===== src/rtl/mem_access_unit.sv =====
// MEM-stage initiator for a byte-wide data memory: byte/halfword loads and stores with wait states.
// Optional MAU_ALIGN_CHECK_EN: odd-address halfwords are rejected with a misaligned response.
module mem_access_unit #(
    parameter int unsigned ADDRESS_LINE = 8,
    parameter int unsigned WAIT_STATES  = 0
) (
    input  logic                    clock,
    input  logic                    reset,
    input  logic                    req_valid,
    input  logic                    req_write,
    input  logic                    req_half,
    input  logic                    req_signed,
    input  logic [ADDRESS_LINE-1:0] req_addr,
    input  logic [15:0]             req_wdata,
    output logic                    stall,
    output logic                    resp_valid,
    output logic [15:0]             load_data,
    output logic                    misaligned,
    output logic [ADDRESS_LINE-1:0] mem_address,
    output logic                    mem_read,
    output logic                    mem_write,
    output logic [7:0]              mem_write_data,
    input  logic [7:0]              mem_read_data
);

    localparam int unsigned WCW = (WAIT_STATES > 0) ? $clog2(WAIT_STATES + 1) : 1;

    typedef enum logic [1:0] {IDLE, BYTE0, BYTE1, DONE} state_e;

    state_e                  state_q, state_d;
    logic [WCW-1:0]          wait_q, wait_d;
    logic                    write_q, write_d;
    logic                    half_q, half_d;
    logic                    signed_q, signed_d;
    logic [ADDRESS_LINE-1:0] addr_q, addr_d;
    logic [15:0]             wdata_q, wdata_d;
    logic [7:0]              lo_q, lo_d;
    logic [15:0]             load_data_q, load_data_d;
    logic                    resp_valid_q, resp_valid_d;
    logic                    misaligned_q, misaligned_d;
    logic                    mem_read_q, mem_read_d;
    logic                    mem_write_q, mem_write_d;
    logic [ADDRESS_LINE-1:0] mem_address_q, mem_address_d;
    logic [7:0]              mem_write_data_q, mem_write_data_d;
    logic                    wait_last;

    assign wait_last = (wait_q == WCW'(WAIT_STATES));

    always_ff @(posedge clock or negedge reset) begin
        if (!reset) begin
            state_q          <= IDLE;
            wait_q           <= '0;
            write_q          <= 1'b0;
            half_q           <= 1'b0;
            signed_q         <= 1'b0;
            addr_q           <= '0;
            wdata_q          <= '0;
            lo_q             <= '0;
            load_data_q      <= '0;
            resp_valid_q     <= 1'b0;
            misaligned_q     <= 1'b0;
            mem_read_q       <= 1'b0;
            mem_write_q      <= 1'b0;
            mem_address_q    <= '0;
            mem_write_data_q <= '0;
        end else begin
            state_q          <= state_d;
            wait_q           <= wait_d;
            write_q          <= write_d;
            half_q           <= half_d;
            signed_q         <= signed_d;
            addr_q           <= addr_d;
            wdata_q          <= wdata_d;
            lo_q             <= lo_d;
            load_data_q      <= load_data_d;
            resp_valid_q     <= resp_valid_d;
            misaligned_q     <= misaligned_d;
            mem_read_q       <= mem_read_d;
            mem_write_q      <= mem_write_d;
            mem_address_q    <= mem_address_d;
            mem_write_data_q <= mem_write_data_d;
        end
    end

    // Next state; memory-side outputs are registered from the next-state view of the FSM
    always_comb begin
        state_d      = state_q;
        wait_d       = wait_q;
        write_d      = write_q;
        half_d       = half_q;
        signed_d     = signed_q;
        addr_d       = addr_q;
        wdata_d      = wdata_q;
        lo_d         = lo_q;
        load_data_d  = load_data_q;
        misaligned_d = 1'b0;

        unique case (state_q)
            IDLE: begin
                if (req_valid) begin
                    write_d  = req_write;
                    half_d   = req_half;
                    signed_d = req_signed;
                    addr_d   = req_addr;
                    wdata_d  = req_wdata;
                    wait_d   = '0;
                    state_d  = BYTE0;
`ifdef MAU_ALIGN_CHECK_EN
                    if (req_half && req_addr[0]) begin
                        state_d      = DONE;
                        misaligned_d = 1'b1;
                        load_data_d  = '0;
                    end
`endif
                end
            end
            BYTE0: begin
                if (wait_last) begin
                    wait_d = '0;
                    if (half_q) begin
                        lo_d    = mem_read_data;
                        state_d = BYTE1;
                    end else begin
                        load_data_d = write_q ? 16'h0000
                                    : {{8{mem_read_data[7] & signed_q}}, mem_read_data};
                        state_d     = DONE;
                    end
                end else begin
                    wait_d = wait_q + WCW'(1);
                end
            end
            BYTE1: begin
                if (wait_last) begin
                    wait_d      = '0;
                    load_data_d = write_q ? 16'h0000 : {mem_read_data, lo_q};
                    state_d     = DONE;
                end else begin
                    wait_d = wait_q + WCW'(1);
                end
            end
            DONE: begin
                state_d = IDLE;
            end
        endcase

        resp_valid_d     = (state_d == DONE);
        mem_read_d       = ((state_d == BYTE0) || (state_d == BYTE1)) && !write_d;
        mem_write_d      = ((state_d == BYTE0) || (state_d == BYTE1)) && write_d;
        mem_address_d    = '0;
        mem_write_data_d = '0;
        if (state_d == BYTE0) begin
            mem_address_d    = addr_d;
            mem_write_data_d = write_d ? wdata_d[7:0] : 8'h00;
        end else if (state_d == BYTE1) begin
            mem_address_d    = addr_d + ADDRESS_LINE'(1);
            mem_write_data_d = write_d ? wdata_d[15:8] : 8'h00;
        end
    end

    assign stall          = ((state_q == IDLE) && req_valid) || (state_q == BYTE0) || (state_q == BYTE1);
    assign resp_valid     = resp_valid_q;
    assign load_data      = load_data_q;
    assign misaligned     = misaligned_q;
    assign mem_read       = mem_read_q;
    assign mem_write      = mem_write_q;
    assign mem_address    = mem_address_q;
    assign mem_write_data = mem_write_data_q;

endmodule


===== config.mk =====
export PLATFORM = sky130hd
export DESIGN_NAME = mem_access_unit
export DESIGN_NICKNAME = d
export VERILOG_FILES = /design/src/rtl/mem_access_unit.sv
export SDC_FILE = /design/constraint.sdc
export NUM_CORES = 1
export LEC_CHECK = 0
export BUFFER_PORTS_ARGS = -buffer_cell sky130_fd_sc_hd__buf_2
export CAP_MARGIN = 10
export CORE_UTILIZATION = 53
export CTS_BUF_LIST = sky130_fd_sc_hd__clkbuf_16
export DETAILED_ROUTE_END_ITERATION = 12
export PLACE_DENSITY = 0.79
export SETUP_SLACK_MARGIN = 0.15
export SYNTH_ARGS = -nofsm -noshare
export SYNTH_HDL_FRONTEND = slang
export SYNTH_SLANG_ARGS = --single-unit

===== constraint.sdc =====
create_clock -name clock -period 2.53 [get_ports clock]
set_input_delay 0.506 -clock clock [delete_from_list [all_inputs] [get_ports clock]]
set_output_delay 0.506 -clock clock [all_outputs]
set_load 0.1 [all_outputs]

==> impl_metrics.toml, run 1 <==
[sta]
setup_viol = 0
worst_slew_pin_slew_ps = 626
hold_viol = 0
slew_violations = 0
max_freq_ghz = 0.448
rsz0062_at_grt = "no"
fin_crit_sh_pct = 88.2
setup-tns-final_ps = 0
min_period_ps = 2230
max-slew-margin-rel_pct = 58.3
fin_worst_skew_ps = 6.83

[floorplan]
io_pins = 75
row_count = 27
core_area_sq_um = 5640
start_util_pct = 56.3
fp.dieW_microns = 79.4
die_h_microns = 79.4
die-area_sq_um = 6310

[routing]
vias_per_cell = 5.31
vias = 2218
wire_per_inst_microns = 15.5
ant_nets = 0
finalWirelength_mm = 6.47
firstDrtPassIters = 4
drc = 0
drt_iter0_drc = 103

[setup_path]
worstSetupEndpointType = "flop"
reg2reg_depth = 10
rrSetupSlack_ps = 300
cp_max_fo = 6
critPathLaunchType = "flop"
crit_type = "flop to flop"
required_ps = 2750
crit_arrival_ps = 2450

[cts]
cts_root_buf = "clkbuf_16"
cts.reportedPaths.clkPinSlew_ps = 60
cts_htree_levels = 3
cts_sinks = 72
clk_path_buf_depth = 2
cts_hold_buf = 0
cts_tree = "done"
cts_buffers = 9
clk_latency_ps = 330

[logic_synthesis]
yosysSeqAreaShare_pct = 56.7
ys.flop_type = "dfrtp_1"
yosys.area.top_type = "dfrtp_1"
ys_ff_latch = 72
async_reset_ff_share_pct = 100
synth_fa_ha_area_share_pct = 3.15
syn_area_sq_um = 3180
synth_edf_count = 0
synth_nets = 305
synth_mux_area_share_pct = 15.4
avgSynthCellArea_sq_um = 12.3
yosysTopAreaCellShare_pct = 56.7
synthSimpleGateAreaFrac_pct = 10.2
syn_inst = 259
synth_compound_area_share_pct = 9.88
synth_area_leaders = "dfrtp_1, mux2_2, nand2_1"
ys_warn_count = 0
synth_top_family_by_area = "multiplexers"
synth-xor-area-share_pct = 0.827
ys_types = 42

[global_routing]
grt_use_met3_pct = 7.20
gr-usage-met1_pct = 27.4
track_usage_pct = 22.7
antenna_found_initial = 0
grt.overflow.total = 0
grt_pass1_wl_mm = 10.6
gr-max-usage-layer = "met2"
grt_max_degree = 48
grt_pass1_vias = 2287
grtUsageMet2_pct = 37.9

[min_path]
hp-class = "primary input to async pin"

[placed_design]
io_buffers = 73
hpwl_mm = 4.49
place.gp.congestion = 0.864

[outcome]
outcome = "finished, final reports clean"

[job]
drv_cap = 0

[cells_and_area]
syn2layout_area_growth_pct = 26.7
layout_common_cells = "dfrtp_1, buf_2, nand2_1"
regArea_sq_um = 1800
antenna_cells = 0
num-fill-cells = 411
drive_gt1_share_pct = 41.0
multi_input_area_sq_um = 1290
final_nets = 387
-- Yosys cell counts (2+ instances only) --
| master | number |
|---|---|
| o21a_1 | 3 |
| o31ai_1 | 8 |
| nor2_1 | 23 |
| o21ai_0 | 5 |
| buf_1 | 2 |
| nand2_1 | 30 |
| dfrtp_1 | 72 |
| a21oi_1 | 10 |
| a21boi_0 | 3 |
| a22oi_1 | 8 |
| nand4_1 | 3 |
| nand4b_1 | 2 |
| buf_2 | 2 |
| clkbuf_1 | 2 |
| nor2b_1 | 4 |
| mux2_2 | 24 |
| mux2_4 | 7 |
| and3_1 | 2 |
| a22o_1 | 2 |
| ha_1 | 8 |
| buf_6 | 2 |
| inv_1 | 8 |
| mux2i_1 | 9 |
| xnor2_1 | 2 |
-- through the flow --
stage          setup WS [ps]  cell area (sq um)  std cells  hold slack (ps)  util, %
3_3_place_gp             241               3630        399              454     64.3
5_1_grt                  127               4030        418              235     71.3
2_1_floorplan            326               3180        259              210        -
3_5_place_dp             136               3630        399              461     64.3
4_1_cts                  147               4000        418              201     70.9
6_report                 299               4030        418              191     71.3
-- worst max-delay path, cell delays in order (launching register included) --
cell,delay (ps)
dfrtp_1,380
buf_4,150
ha_2,210
a21oi_1,150
a21o_1,160
inv_1,90
ha_4,200
nand4b_1,240
o32ai_4,300
and3_1,200
nor3_1,50
-- per-layer routing --
layer	share of wire, %	wire length (microns)
met1	42	2750
met2	51	3270
met3	5.7	370
met4	1.3	81
met5	0	0
-- state kept, by name, summed over array words and instances (netlist names) --
register / count
mem_read: 1
state_q: 2
addr_q: 8
signed_q: 1
mem_write_data: 8
lo_q: 8
half_q: 1
mem_address: 8
resp_valid: 1
load_data: 16
write_q: 1
mem_write: 1
wdata_q: 16
-- logic make-up (layout without fill, tap and decap cells) --
family,count (synthesis),after routing
compound gates,44,44
simple gates,71,71
other cells,1,1
flops,72,72
fa+ha+maj,8,8
mux,41,41
buf+inv,19,106
xor+xnor,3,3
-- final cells by class --
class	count	area share (%)
Timing Repair Buffer	82	11.8
Multi-Input combinational cell	168	32.0
Tap cell	72	2.24
Clock buffer	9	5.60
Clock inverter	7	2.95
Inverter	8	0.746
Sequential cell	72	44.8
-- path summary, 6_finish.rpt --
kind | startpoint | end
max in group asynchronous | reset | wdata_q[7]
max | state_q[0] | mem_address[7]
max reg2reg | state_q[0] | mem_address[7]
min in group clock | req_signed | signed_q
min reg2reg | load_data[3] | load_data[3]
min | reset | load_data[7]
-- what timing repair did --
item | in CTS | in global routing
setup endpoints to repair | 12 | 5
gates resized for setup | 2 | 6
pin swaps | 1 | 2
setup buffers | 3 | 0
Power of run 1 is not shown: default switching activity piles up to over one toggle a cycle in this logic, so the estimate is an artifact.
==> inputs of run 2 (changes only) <==
--- a/config.mk
+++ b/config.mk
@@ -10,6 +10,7 @@
 export CORE_UTILIZATION = 53
 export CTS_BUF_LIST = sky130_fd_sc_hd__clkbuf_16
 export DETAILED_ROUTE_END_ITERATION = 12
+export MAX_ROUTING_LAYER = met4
 export PLACE_DENSITY = 0.79
 export SETUP_SLACK_MARGIN = 0.15
 export SYNTH_ARGS = -nofsm -noshare
==> impl_metrics.toml, run 2 (synthesis results as in run 1) <==
[setup_path]
r2r_start = "state_q[0]"
worstPathCellList = "buf_4 -> ha_2 -> a21oi_1 -> a21o_1 -> inv_1 -> ha_4 -> nand4b_1 -> o32ai_4 -> and3_1 -> nor3_1"
worst_r2r_endpoint = "mem_address[7]"
reg2reg_depth = 10
critPathLaunchType = "flop"
cp.depth = 10
slowest_stage = "dfrtp_1"
crit_family = "compound AO/OA/AOI/OAI gates"
crit_arrival_ps = 2450
rrSetupSlack_ps = 300
worstSetupEndpointType = "flop"
crit_type = "flop to flop"
crit_buf_inv = 2
max_stage_delay_ps = 380
required_ps = 2750
crit_start = "state_q[0]"
cp_max_fo = 6

[global_routing]
grt.overflow.total = 0
grt_max_degree = 48
grt_pass1_wl_mm = 10.6
grt_use_met3_pct = 6.40
antenna_found_initial = 0
grtUsageMet2_pct = 37.9
gr-usage-met1_pct = 27.9
gr-max-usage-layer = "met2"
track_usage_pct = 23.3
grt_pass1_vias = 2283

[floorplan]
row_count = 27
fp.dieW_microns = 79.4
io_pins = 75
start_util_pct = 56.3
die_h_microns = 79.4
die-area_sq_um = 6310
core_area_sq_um = 5640

[cells_and_area]
antenna_cells = 0
layout_common_cells = "dfrtp_1, buf_2, nand2_1"
syn2layout_area_growth_pct = 26.7
final_nets = 387
num-fill-cells = 411
drive_gt1_share_pct = 41.0
regArea_sq_um = 1800
multi_input_area_sq_um = 1290

[sta]
slew_violations = 0
setup_viol = 0
min_period_ps = 2230
rsz0062_at_grt = "no"
max_freq_ghz = 0.448
worst_slew_pin_slew_ps = 627
holdWs_ps = 191
fin_crit_sh_pct = 88.2
max-slew-margin-rel_pct = 58.2
setup-tns-final_ps = 0
hold_viol = 0
fin_worst_skew_ps = 6.99

[min_path]
hp-class = "primary input to async pin"

[cts]
cts_tree = "done"
cts_buffers = 9
cts_sinks = 72
clk_path_buf_depth = 2
cts_htree_levels = 3
clk_latency_ps = 330
cts_hold_buf = 0
cts.reportedPaths.clkPinSlew_ps = 60
cts_root_buf = "clkbuf_16"

[placed_design]
place.gp.congestion = 0.878
io_buffers = 73
hpwl_mm = 4.49

[job]
drv_cap = 0

[routing]
drc = 0
vias_per_cell = 5.32
finalWirelength_mm = 6.50
firstDrtPassIters = 4
ant_nets = 0
vias = 2222
wire_per_inst_microns = 15.6
drt_iter0_drc = 92

[outcome]
outcome = "finished, final reports clean"
-- run 2: cell counts in the layout (fill, tap and decap cells not counted) --
No cell type changed its count.
-- run 2: worst max-delay path by stage --
| stage | endpoint | slack [ps] |
|---|---|---|
| 2_1_floorplan | mem_address[6] | 330 |
| 3_3_place_gp | mem_address[7] | 240 |
| 3_5_place_dp | mem_address[7] | 140 |
| 4_1_cts | mem_address[6] | 150 |
| 5_1_grt | mem_address[7] | 130 |
| 6_report | mem_address[7] | 300 |
-- run 2: through the flow --
stage	cells	util, %	instance area, sq um	setup slack, ps
detailed placement	399	64.3	3630	136
global placement	399	64.3	3630	241
finish	418	71.3	4030	299
floorplan	259	-	3180	326
global route	418	71.3	4030	127
CTS	418	70.9	4000	147
-- run 2: worst register-to-register path, stage by stage (launching register included) --
cell	delay, ps
dfrtp_1	380
buf_4	150
ha_2	210
a21oi_1	150
a21o_1	160
inv_1	90
ha_4	200
nand4b_1	240
o32ai_4	300
and3_1	200
nor3_1	50
-- run 2: metal layers --
layer	up-vias	share of wire, %
met5	-	0
met4	0	1.2
met3	7	4.9
met2	60	50
met1	1087	43
li1	1068	-
-- run 2: final cells by class --
type / count / area share, %
inverter: 8 / 0.746
clock inverter: 7 / 2.95
clock buffer: 9 / 5.60
timing repair buffer: 82 / 11.8
multi-input combinational: 168 / 32.0
tap: 72 / 2.24
sequential: 72 / 44.8
-- run 2: repair_timing --
item / CTS / global route
resized for setup: 2 / 6
pin swaps: 1 / 2
setup endpoints to repair: 12 / 5
buffers inserted: 3 / 0
Power of run 2 is left out for the same reason.
